==> src/rtl/pic_pkg.sv <==
// Shared constants for the programmable interrupt controller: register
// addresses and default channel/vector widths.
package pic_pkg;

    localparam int NCH_DEFAULT = 8;
    localparam int VW_DEFAULT  = 4;

    // Register map decoded from the 2-bit register select.
    typedef enum logic [1:0] {
        PIC_MASK = 2'd0,
        PIC_MODE = 2'd1,
        PIC_PEND = 2'd2,
        PIC_ISR  = 2'd3
    } pic_reg_e;

endpackage

==> src/rtl/pic_prio.sv <==
// Fixed-priority encoder: reports the lowest set index of a vector.
// Bit 0 has the highest priority.
module pic_prio #(
    parameter int N = 8,
    parameter int W = 4
) (
    input  logic [N-1:0] vec,
    output logic [W-1:0] idx,
    output logic         valid
);

    // Scan from the top down so the lowest set bit is the last one written.
    always_comb begin
        // NOTE: every output of a combinational block gets a default first,
        // otherwise a path that skips the assignment infers a latch.
        idx   = '0;
        valid = 1'b0;
        for (int i = N - 1; i >= 0; i--) begin
            if (vec[i]) begin
                idx   = W'(i);
                valid = 1'b1;
            end
        end
    end

endmodule

==> src/rtl/pic.sv <==
// Programmable interrupt controller: synchronizes device lines, keeps
// pending/in-service state per channel and raises a registered request
// with the vector of the highest-priority eligible channel.
module pic
    import pic_pkg::*;
#(
    parameter int NCH = NCH_DEFAULT,
    parameter int VW  = VW_DEFAULT
) (
    input  logic           CLK0,
    input  logic           RST,
    input  logic [NCH-1:0] IRQ,
    input  logic           PIC_We,
    input  logic [1:0]     PIC_A,
    input  logic [15:0]    PIC_Wd,
    output logic [15:0]    PIC_Rd,
    input  logic           I_I,
    output logic           PIC_I,
    output logic [VW-1:0]  PIC_V
);

    logic [NCH-1:0] sync1, sync2, sync_d;
    logic [NCH-1:0] mask_q, mode_q, pend_q, isr_q;
    logic [NCH-1:0] pend_next, isr_next;
    logic [NCH-1:0] wd, req, rise, ack_onehot, eoi_onehot, pend_clr;
    logic [VW-1:0]  h_idx, s_idx;
    logic           h_valid, s_valid;
    logic           we_mask, we_mode, we_pend, we_isr;
    logic           ack, irq_next;

    // Data bits above the channel count carry no meaning and are dropped.
    logic           wd_unused;
    assign wd_unused = ^PIC_Wd;
    assign wd        = PIC_Wd[NCH-1:0];

    assign we_mask = PIC_We && (PIC_A == PIC_MASK);
    assign we_mode = PIC_We && (PIC_A == PIC_MODE);
    assign we_pend = PIC_We && (PIC_A == PIC_PEND);
    assign we_isr  = PIC_We && (PIC_A == PIC_ISR);

    // An acknowledge only counts while a request is actually outstanding.
    assign ack  = I_I && PIC_I;
    assign req  = pend_q & ~mask_q;
    assign rise = sync2 & ~sync_d;

    pic_prio #(.N(NCH), .W(VW)) u_req_prio (
        .vec   (req),
        .idx   (h_idx),
        .valid (h_valid)
    );

    pic_prio #(.N(NCH), .W(VW)) u_isr_prio (
        .vec   (isr_q),
        .idx   (s_idx),
        .valid (s_valid)
    );

    // One-hot of the channel being acknowledged this cycle.
    always_comb begin
        ack_onehot = '0;
        for (int i = 0; i < NCH; i++) begin
            ack_onehot[i] = ack && (PIC_V == VW'(i));
        end
    end

    // Lowest in-service bit; zero when nothing is in service, so an EOI
    // with an empty ISR falls out as a no-op.
    assign eoi_onehot = isr_q & (~isr_q + NCH'(1));

    assign pend_clr = (we_pend ? wd : '0) | ack_onehot;

    // Edge channels latch rising edges until cleared (a new edge beats a
    // clear); level channels simply follow the synchronized line.
    always_comb begin
        pend_next = '0;
        for (int i = 0; i < NCH; i++) begin
            if (mode_q[i]) begin
                pend_next[i] = rise[i] | (pend_q[i] & ~pend_clr[i]);
            end else begin
                pend_next[i] = sync2[i];
            end
        end
    end

    // EOI retires the current (lowest) in-service bit before the new
    // acknowledge is recorded.
    assign isr_next = (we_isr ? (isr_q & ~eoi_onehot) : isr_q) | ack_onehot;

    // Request when something unmasked is pending and it outranks whatever
    // is in service; an acknowledge always drops the request for a cycle.
    assign irq_next = !ack && h_valid && (!s_valid || (h_idx < s_idx));

    // Two-flop synchronizer plus one delayed copy for edge detection.
    always_ff @(posedge CLK0) begin
        // NOTE: sequential state uses non-blocking assignments so each flop
        // samples the pre-edge value of its neighbour.
        if (RST) begin
            sync1  <= '0;
            sync2  <= '0;
            sync_d <= '0;
        end else begin
            sync1  <= IRQ;
            sync2  <= sync1;
            sync_d <= sync2;
        end
    end

    // Controller register file.
    always_ff @(posedge CLK0) begin
        if (RST) begin
            mask_q <= '1;
            mode_q <= '0;
            pend_q <= '0;
            isr_q  <= '0;
        end else begin
            if (we_mask) mask_q <= wd;
            if (we_mode) mode_q <= wd;
            pend_q <= pend_next;
            isr_q  <= isr_next;
        end
    end

    // Registered request and vector towards execute control.
    always_ff @(posedge CLK0) begin
        if (RST) begin
            PIC_I <= 1'b0;
            PIC_V <= '0;
        end else begin
            PIC_I <= irq_next;
            if (irq_next) PIC_V <= h_idx;
        end
    end

    // Combinational register read, zero-extended to the bus width.
    always_comb begin
        PIC_Rd = '0;
        case (PIC_A)
            PIC_MASK: PIC_Rd = 16'(mask_q);
            PIC_MODE: PIC_Rd = 16'(mode_q);
            PIC_PEND: PIC_Rd = 16'(pend_q);
            PIC_ISR:  PIC_Rd = 16'(isr_q);
            default:  PIC_Rd = '0;
        endcase
    end

endmodule

==> config.mk <==
export PLATFORM = sky130hd
export DESIGN_NAME = pic
export DESIGN_NICKNAME = d
export VERILOG_FILES = /design/src/rtl/pic_pkg.sv /design/src/rtl/pic_prio.sv /design/src/rtl/pic.sv
export SDC_FILE = /design/constraint.sdc
export NUM_CORES = 1
export LEC_CHECK = 0
export CORE_ASPECT_RATIO = 1.5
export CORE_MARGIN = 2
export CORE_UTILIZATION = 55
export DETAILED_ROUTE_END_ITERATION = 8
export GPL_TIMING_DRIVEN = 0
export PLACE_DENSITY = 0.89
export SYNTH_ARGS = -nofsm -noshare
export SYNTH_HDL_FRONTEND = slang
export SYNTH_SLANG_ARGS = --single-unit
export TNS_END_PERCENT = 30
==> constraint.sdc <==
create_clock -name CLK0 -period 5.69 [get_ports CLK0]
set_input_delay 0.569 -clock CLK0 [delete_from_list [all_inputs] [get_ports CLK0]]
set_output_delay 0.569 -clock CLK0 [all_outputs]
set_load 0.01 [all_outputs]
### Yosys cells after proc, flatten, opt, wreduce, memory -nomap -nowiden

Index checks and enable logic that the tools add are counted.
W data, S select, Z words.

| cells by class | value |
|---|---|
| $add $sub $neg | 1 |
| multipliers | 0 |
| div/mod/pow operators | 0 |
| $lt $le $gt $ge | 1 |
| equality and inequality tests | 10 |
| shift-type cells | 0 |
| muxes and demuxes | 43 |
| bitwise operators | 34 |
| reduce and logical (&&, ||, !) cells | 20 |

Operators by type and width:

| kind | count |
|---|---|
| $pmux W16 S4 | 1 |
| $mux W3 | 16 |
| $and A8 B8 Y8 | 4 |
| $not A8 Y8 | 4 |
| $mux W1 | 24 |
| $eq A4 B3 Y1 const B | 4 |
| $mux W8 | 2 |
| $or A8 B8 Y8 | 2 |
| $logic_and A1 B1 Y1 | 15 |
| $add A8 B1 Y8 const B | 1 |
| $and A1 B1 Y1 | 8 |
| $eq A4 B2 Y1 const B | 2 |
| $not A1 Y1 | 8 |
| $or A1 B1 Y1 | 8 |
| $eq A2 B2 Y1 const B | 2 |
| $eq A4 B1 Y1 const B | 1 |
| $logic_not A4 Y1 | 1 |
| $lt A4 B4 Y1 | 1 |
| $eq A2 B1 Y1 const B | 1 |
| $logic_not A1 Y1 | 2 |
| $logic_not A2 Y1 | 1 |
| $logic_or A1 B1 Y1 | 1 |

| storage, ports and cells | value |
|---|---|
| flip-flop bits (word level) | 61 |
| bits in latches | 0 |
| RAM bits | 0 |
| bits in read-only memories | 0 |
| word-level logic and storage cells | 118 |
| memories | 0 |

### Depth between registers and ports, before layout

Gate-level depths: netlist (run 1).

| logic depth | value |
|---|---|
| depth in word-level cells | 13 |
| depth in mapped cells | 9 |
| depth with buffers taken out | 9 |

### Cells and area by module

A second synthesis (run 1) with hierarchy kept.

| unflattened totals | value |
|---|---|
| cell total of the unflattened synthesis | 279 |
| area, all modules | 2738.9 um^2 |

By module, submodules not included:

| module | times used | cells an instance | area an instance (um^2) | seq. area each (um^2) |
|---|---|---|---|---|
| pic | 1 | 249 | 2556.2 | 1221.2 |
| pic_prio | 2 | 15 | 91.3 | 0.0 |

### Worst setup path after synthesis (run 1)

OpenSTA, ideal clock, no wires.

| timing | value |
|---|---|
| path type | register to register |
| start point | register pend_q[6] |
| end point | register PIC_V[0] |
| arrival time | 2.063 ns |
| required time | 5.599 ns |
| path slack | 3.536 ns |
| stages on the path, launching flop included | 10 |
| path buffers | 0 |
| period minus slack after synthesis | 2.154 ns |
| path through | dfxtp_1 nor2b_1 o221ai_1 a311oi_1 ha_1 o21ai_0 a32oi_1 a21oi_2 a21oi_1 a311oi_1 |

| between the ends | value |
|---|---|
| longest elaborated chain between the ends | 11 |
| elaborated cells between the ends (all ways) | 19 |

RTL lines:

| item | RTL line | text |
|---|---|---|
| start: declaration | pic.sv:23 | `logic [NCH-1:0] mask_q, mode_q, pend_q, isr_q;` |
| start signal: assignment | pic.sv:118 | `pend_q <= pend_next;` |
| $and A8 B8 Y8 | pic.sv:43 | `assign req = pend_q & ~mask_q;` |
| $mux W3 (7 in series) | pic_prio.sv:19 | `if (vec[i]) begin` |
| net h_idx[1] | pic.sv:26 | `logic [VW-1:0] h_idx, s_idx;` |
| $lt A4 B4 Y1 | pic.sv:91 | `assign irq_next = !ack && h_valid && (!s_valid \|\| (h_idx < s_idx));` |
| $logic_or A1 B1 Y1 | pic.sv:91 |  |
| $logic_and A1 B1 Y1 | pic.sv:91 |  |
| end signal: assignment | pic.sv:130 | `if (irq_next) PIC_V <= h_idx;` |
| end: declaration | pic.sv:19 | `output logic [VW-1:0] PIC_V` |

The timed path passes the listed nets, and every way through them passes these cells.
A chain may end at the register's enable or synchronous reset.

### Worst setup path after layout (run 1)

| timing | value |
|---|---|
| start point | input port PIC_A[0] |
| end point | output port PIC_Rd[4] |

| between the ends | value |
|---|---|
| longest elaborated chain between the ends | 2 |
| elaborated cells between the ends (all ways) | 5 |

RTL lines:

| item | RTL line | text |
|---|---|---|
| start: declaration | pic.sv:14 | `input logic [1:0] PIC_A,` |
| $eq A2 B2 Y1, or another cell as far along | pic.sv:137 | `case (PIC_A)` |
| $pmux W16 S4 * | pic.sv:137 |  |
| end: declaration | pic.sv:16 | `output logic [15:0] PIC_Rd,` |

Every way passes the cells marked *; elsewhere a longest branch is shown, timed or not. The select of a mux whose other input is x is not followed.

==> results of run 1 <==
## per-stage QoR
| step | worst slack [ns] | instances | cell area [µm²] |
|---|---|---|---|
| 2_1_floorplan | 3.536 | 284 | 2721 |
| 3_3_place_gp | 2.665 | 383 | 3134 |
| 3_5_place_dp | 2.647 | 383 | 3134 |
| 4_1_cts | 2.632 | 399 | 3304 |
| 5_1_grt | 2.580 | 399 | 3304 |
| 6_report | 2.640 | 399 | 3304 |
## layer usage
layer / vias to the layer above / share of wire (%) / GRT usage [%]
met1: 1032 / 41 / 28.26
met2: 87 / 50 / 40.52
met4: 0 / 4.1 / 13.83
met5: - / 0 / 0
met3: 22 / 5.6 / 5.587
li1: 1072 / - / -
## state kept, by name (all words and copies together) (netlist names)
register  cells
mask_q        8
PIC_I         1
isr_q         8
pend_q        8
PIC_V         3
sync1         8
sync_d        8
sync2         8
mode_q        8
## worst reg2reg max path: cells and delay by family (launching register included)
family,cells,cell delay (ns)
AOI/OAI and AO/OA,7,1.65
adders and majority gates,1,0.34
and+or+nand+nor,1,0.26
DFF,1,0.36
## layout make-up
type                       count  area [µm²]  area share [%]
clock inverter                 4       25.02          0.7573
clock buffer                  12       145.1           4.392
inverter                       5       18.77          0.5680
sequential                    60        1201           36.35
multi-input combinational    200        1393           42.14
buffer                        19       108.9           3.294
timing repair buffer          33       330.3           9.996
tap                           66       82.58           2.499
## worst min-delay path by stage
stage	from	end	slack (ns)	depth (start not counted)
after floorplan	sync1[0]$_SDFF_PP0_	sync2[0]$_SDFF_PP0_	0.41	1
after global placement	sync1[7]$_SDFF_PP0_	sync2[7]$_SDFF_PP0_	0.42	1
after detailed placement	sync1[5]$_SDFF_PP0_	sync2[5]$_SDFF_PP0_	0.43	1
after CTS	sync1[5]$_SDFF_PP0_	sync2[5]$_SDFF_PP0_	0.44	1
after global routing	sync1[5]$_SDFF_PP0_	sync2[5]$_SDFF_PP0_	0.45	1
final	sync1[5]$_SDFF_PP0_	sync2[5]$_SDFF_PP0_	0.44	1
## power by group through the flow
stage	logic, µW	clock network, µW	registers, µW
after floorplan	47.6	0	447
after global placement	82.0	0	448
after detailed placement	83.7	0	449
after CTS	84.1	334	440
after global routing	90.6	356	441
final	84.1	329	440
## synth_stat cells (all sizes together)
cell     number
a2111oi       1
a211oi        6
a21o          1
a21oi        13
a22o          5
a311o         2
a311oi        2
a31oi         1
a32o          3
a32oi         3
and2          1
and2b         1
and3          4
buf          13
clkbuf        6
conb          1
dfxtp        60
ha            2
inv           5
mux2i        16
mux4          8
nand2        40
nand2b        4
nand3         5
nand3b        1
nand4         1
nor2         14
nor2b        34
nor3          4
nor3b         2
nor4          1
nor4b         2
o211ai        1
o21ai         6
o221ai        1
o31ai         2
o41ai         1
or3           2
or4b          1
## kinds of logic after synthesis
family	count (synthesis)	synth area share, %
AO/OA/AOI/OAI	48	13.34
adder cells (fa/ha/maj)	2	0.9297
flip-flops	60	44.63
buffers and inverters	24	4.742
AND/OR/NAND/NOR	117	23.57
multiplexers	24	12.65
other	1	0.1393
==> flow_summary.toml, run 1 <==
[outcome]
run_status = "complete, no violations"

[critical_path]
origin_of_the_critical_flop_to_flop_path = "pend_q[6]$_SDFF_PP0_"
worstSetupStartpointType = "input port"
worst-setup-path-type = "input port to primary output"
cp_slowest_cell = "sky130_fd_sc_hd__clkdlybuf4s50_1"
reg2reg_to = "PIC_V[0]$_SDFFE_PP0P_"
max_stage_delay_ns = 0.51
worst-path-buf-inv = 3
reg2reg_depth = 9
worst-path-stages = 4
cpMostUsedCell = "sky130_fd_sc_hd__clkdlybuf4s50_1"
setup.reg_to_reg.worst_slack_ns = 2.98
cp_data_arrival_time_ns = 2.48
worst-path-max-fanout = 10
setup.worst_path.start = "PIC_A[0]"
worst_setup_path_endpoint = "PIC_Rd[4]"
critical_path.endpoint_type = "primary output"
crit_chain = "clkdlybuf4s50_1, buf_1, mux4_2, clkdlybuf4s50_1"
required_ns = 5.12
critPathTopFamily = "buffers and inverters"

[timing]
finalWorstPathRequiredPeriod_ns = 3.050
post-route-period-util_pct = 53.60
final.setup_skew_ns = 0.008993
grt_setup_unrepaired = "no"
max_freq_mhz = 327.9
final_max_slew_viol_count = 0
timing.setup.tns_ns = 0
setup_viol = 0
timing_hold_violations_final = 0
max_slew.worst_pin.slew_ns = 0.8580
max_slew_margin_pct = 42.31
fin_hold_ws_ns = 0.4371

[route]
avgViaCountPerCell = 5.546
post-route-drc-count = 0
drtPass1Iterations = 4
dr_total_vias = 2213
detail-route-antenna-nets = 0
drt_first_iter_violations = 147
drt-wirelength-per-cell_um = 15.13
routed_wirelength_mm = 6.038

[synthesis]
yosysTopAreaCellShare_pct = 44.63
post_synth_num_cell_types = 47
synthesis.area_per_instance_um2 = 9.751
netlist_top_cells_area = "sky130_fd_sc_hd__dfxtp_1 (45%), sky130_fd_sc_hd__nor2b_1 (7.9%), sky130_fd_sc_hd__mux4_2 (6.7%)"
yosysSeqAreaShare_pct = 44.63
synthesis.instances = 276
synthesized_flop_and_latch_total = 60
synth_top_cell_by_area = "sky130_fd_sc_hd__dfxtp_1"
area_of_the_mapped_netlist_um2 = 2691
synthesis.yosys.warnings = 0

[cells_and_area]
utilization_pct = 69.26
area_growth_syn_to_layout_pct = 22.78
final_layout_size_suffix_gt1_share_pct = 12.91
mostFrequentLayoutCells = "sky130_fd_sc_hd__dfxtp_1 (60), sky130_fd_sc_hd__nand2_1 (40), sky130_fd_sc_hd__nor2b_1 (34)"
nNetsFinal = 360
n_fill_cell = 385
antennaDiodeCount = 0
layout.cells.most_common = "sky130_fd_sc_hd__dfxtp_1"

[global_route]
grt_pass1_vias = 2014
globalRouteOverflowTotal = 0
track_usage_pct = 24.40
antenna_violations_before_repair = 0
global_route_wire_length_before_repair_mm = 9.515
largest_net_degree_at_the_start_of_global_routing = 11

[floorplanning]
die_w_um = 61.12
start_util_pct = 56.41
i_o_pin_count = 51
num_rows = 31
die_outline_height_um = 89.68
design.core.area_um2 = 4771
fp.dieArea_um2 = 5480

[pwr]
total_power_uw = 852.6
p_seq_share_pct = 51.6
p_int_uw = 647.5
sw_frac_of_total_pct = 24.06
power_share_of_the_combinational_group_pct = 9.9
max-vdd-ir-drop_mv = 0.1656
net-switching-power_uw = 205.1
leakage_power_figure_uw = 0.001256
power_density_nw_per_um2 = 258.0
share_clk_of_total_power_pct = 38.5

[cts]
cts.sink_count = 60
tritoncts = "built"
clk_root_buffer_cell = "sky130_fd_sc_hd__clkbuf_8"
clk_pin_slew_ns = 0.06
cts_resized = 0
cts_post_setup_buffers_inserted = 0
htree_num_levels = 3
cts_buffers = 9
cts_max_path_buffers = 2
holdBufCountCts = 0
clock_latency_ns = 0.34

[placed_design]
portBuffers = 33
routabilityCongestion = 0.9602
place.detailed.hpwl_mm = 4.355

[run]
maxCapViolCount = 0

[min_path]
min-delay-path-class = "register to register"
Power figures use the tool's default switching activity.
==> inputs of run 2 (changes only) <==
--- a/config.mk
+++ b/config.mk
@@ -7,10 +7,10 @@
 export LEC_CHECK = 0
 export CORE_ASPECT_RATIO = 1.5
 export CORE_MARGIN = 2
-export CORE_UTILIZATION = 55
+export CORE_UTILIZATION = 46
 export DETAILED_ROUTE_END_ITERATION = 8
 export GPL_TIMING_DRIVEN = 0
-export PLACE_DENSITY = 0.89
+export PLACE_DENSITY = 0.8
 export SYNTH_ARGS = -nofsm -noshare
 export SYNTH_HDL_FRONTEND = slang
 export SYNTH_SLANG_ARGS = --single-unit
==> constraint.sdc (replaced) <==
create_clock -name CLK0 -period 2.7 [get_ports CLK0]
set_input_delay 0.27 -clock CLK0 [delete_from_list [all_inputs] [get_ports CLK0]]
set_output_delay 0.27 -clock CLK0 [all_outputs]
set_load 0.01 [all_outputs]
==> run 2 against run 1 <==
Core utilization shrank 12 points. Sequential share of layout area shrank 0.14 points. First-iteration DRC count shrank 18%. Power grew 110%. Largest power group unchanged.
==> flow_summary.toml, run 2 (synthesized netlist as in run 1, its figures left out) <==
[cells_and_area]
n_fill_cell = 526
utilization_pct = 57.76
multi_input_area_um2 = 1399
finalInstanceArea_um2 = 3317
layout.cells.most_common = "sky130_fd_sc_hd__dfxtp_1"
final_layout_size_suffix_gt1_share_pct = 12.95
area_growth_syn_to_layout_pct = 23.24
antennaDiodeCount = 0
seqCellArea_um2 = 1201
mostFrequentLayoutCells = "sky130_fd_sc_hd__dfxtp_1 (60), sky130_fd_sc_hd__nand2_1 (40), sky130_fd_sc_hd__nor2b_1 (34)"
nNetsFinal = 360

[critical_path]
worstSetupStartpointType = "register"
worst-path-max-fanout = 7
critical_path.endpoint_type = "register"
cp_data_arrival_time_ns = 2.72
required_ns = 2.94
worst-setup-path-type = "register to register"

[global_route]
antenna_violations_before_repair = 0
largest_net_degree_at_the_start_of_global_routing = 11
grt_pass1_vias = 2050
globalRouteOverflowTotal = 0
track_usage_pct = 20.50
global_route_wire_length_before_repair_mm = 9.853

[floorplanning]
i_o_pin_count = 51
start_util_pct = 46.86
die_w_um = 66.46
die_outline_height_um = 97.68
design.core.area_um2 = 5743
fp.dieArea_um2 = 6491
num_rows = 34

[timing]
setup_viol = 0
finalWorstPathRequiredPeriod_ns = 2.479
max_slew.worst_pin.slew_ns = 0.7764
final_max_slew_viol_count = 0
timing_hold_violations_final = 0
final.setup_skew_ns = 0.008181
max_slew_margin_pct = 47.80
post-route-period-util_pct = 91.80
max_freq_mhz = 403.4
timing.setup.tns_ns = 0
fin_hold_ws_ns = 0.4350

[pwr]
leakage_power_figure_uw = 0.001265
power_density_nw_per_um2 = 541.3
max-vdd-ir-drop_mv = 0.3462
total_power_uw = 1795

[placed_design]
routabilityCongestion = 0.8795
place.detailed.hpwl_mm = 4.463
portBuffers = 33
dpl_cell_area_um2 = 3142

[min_path]
min-delay-path-class = "register to register"

[cts]
clk_pin_slew_ns = 0.06
htree_num_levels = 3
cts_buffers = 9
cts.sink_count = 60
clk_root_buffer_cell = "sky130_fd_sc_hd__clkbuf_8"
clock_latency_ns = 0.33
tritoncts = "built"
cts_post_setup_buffers_inserted = 0
cts_max_path_buffers = 2

[route]
drt-met1-wl_mm = 2.442
post-route-drc-count = 0
top_signal_layer_used = "met4"
drt_first_iter_violations = 121
avgViaCountPerCell = 5.297
drtPass1Iterations = 4
routed_wirelength_mm = 6.110
met2RoutedLength_mm = 3.231
met3RoutedLength_um = 277
dr_total_vias = 2140
detail-route-antenna-nets = 0
drt-wirelength-per-cell_um = 15.12

[outcome]
run_status = "complete, no violations"

[run]
maxCapViolCount = 0
-- run 2: cell types whose count changed in the layout (fill, tap and decap cells not counted) --
cell / change
sky130_fd_sc_hd__a311oi_1: -1
sky130_fd_sc_hd__a311oi_2: +1
sky130_fd_sc_hd__clkbuf_8: +1
sky130_fd_sc_hd__clkinvlp_4: -2
-- run 2: cell type report --
class                      instances  area share (%)
clock inverter                     2          0.3018
inverter                           5          0.5658
clock buffer                      13           4.791
multi-input combinational        200           42.17
timing repair buffer              33           9.959
buffer                            19           3.282
sequential                        60           36.21
tap                               72           2.716
-- run 2: final timing paths --
kind	startpoint	endpoint	slack [ns]	cells past startpoint
min reg2reg	sync1[6]$_SDFF_PP0_	sync2[6]$_SDFF_PP0_	0.43	1
min	sync1[6]$_SDFF_PP0_	sync2[6]$_SDFF_PP0_	0.43	1
max reg2reg	pend_q[6]$_SDFF_PP0_	PIC_V[0]$_SDFFE_PP0P_	0.22	9
max	pend_q[6]$_SDFF_PP0_	PIC_V[0]$_SDFFE_PP0P_	0.22	9
-- run 2: through the flow --
| stage | setup slack (ns) | std cells |
|---|---|---|
| 2_1_floorplan | 0.5463 | 284 |
| 3_3_place_gp | 0.1567 | 389 |
| 3_5_place_dp | 0.09029 | 389 |
| 4_1_cts | 0.05606 | 404 |
| 5_1_grt | -0.02211 | 404 |
| 6_report | 0.2214 | 404 |
-- run 2: report_power, final --
part	switching, µW	total (µW)	internal, µW
Sequential	14.1	927	913
Clock	316	691	375
Combinational	79.8	178	97.8
Total	410	1800	1390
-- run 2: routing by layer --
metal  global-route usage [%]  vias up
li1                         -     1065
met1                    22.48     1003
met2                    35.15       59
met3                    6.489       13
met4                    8.948        0
met5                        0        -
-- run 2: what timing repair did --
action | in CTS | in global routing
hold buffers | 0 | 0
resized for setup | 0 | 1
setup endpoints to repair | 0 | 4
-- run 2: worst max-delay path, cell delays in order, from the launching register on --
cell and delay (ns):
sky130_fd_sc_hd__dfxtp_1 0.34, sky130_fd_sc_hd__nor2b_1 0.29, sky130_fd_sc_hd__o221ai_1 0.20, sky130_fd_sc_hd__a311oi_2 0.38
sky130_fd_sc_hd__ha_1 0.30, sky130_fd_sc_hd__o21ai_0 0.16, sky130_fd_sc_hd__a32oi_1 0.09, sky130_fd_sc_hd__a21oi_2 0.28
sky130_fd_sc_hd__a21oi_1 0.11, sky130_fd_sc_hd__a311oi_1 0.24
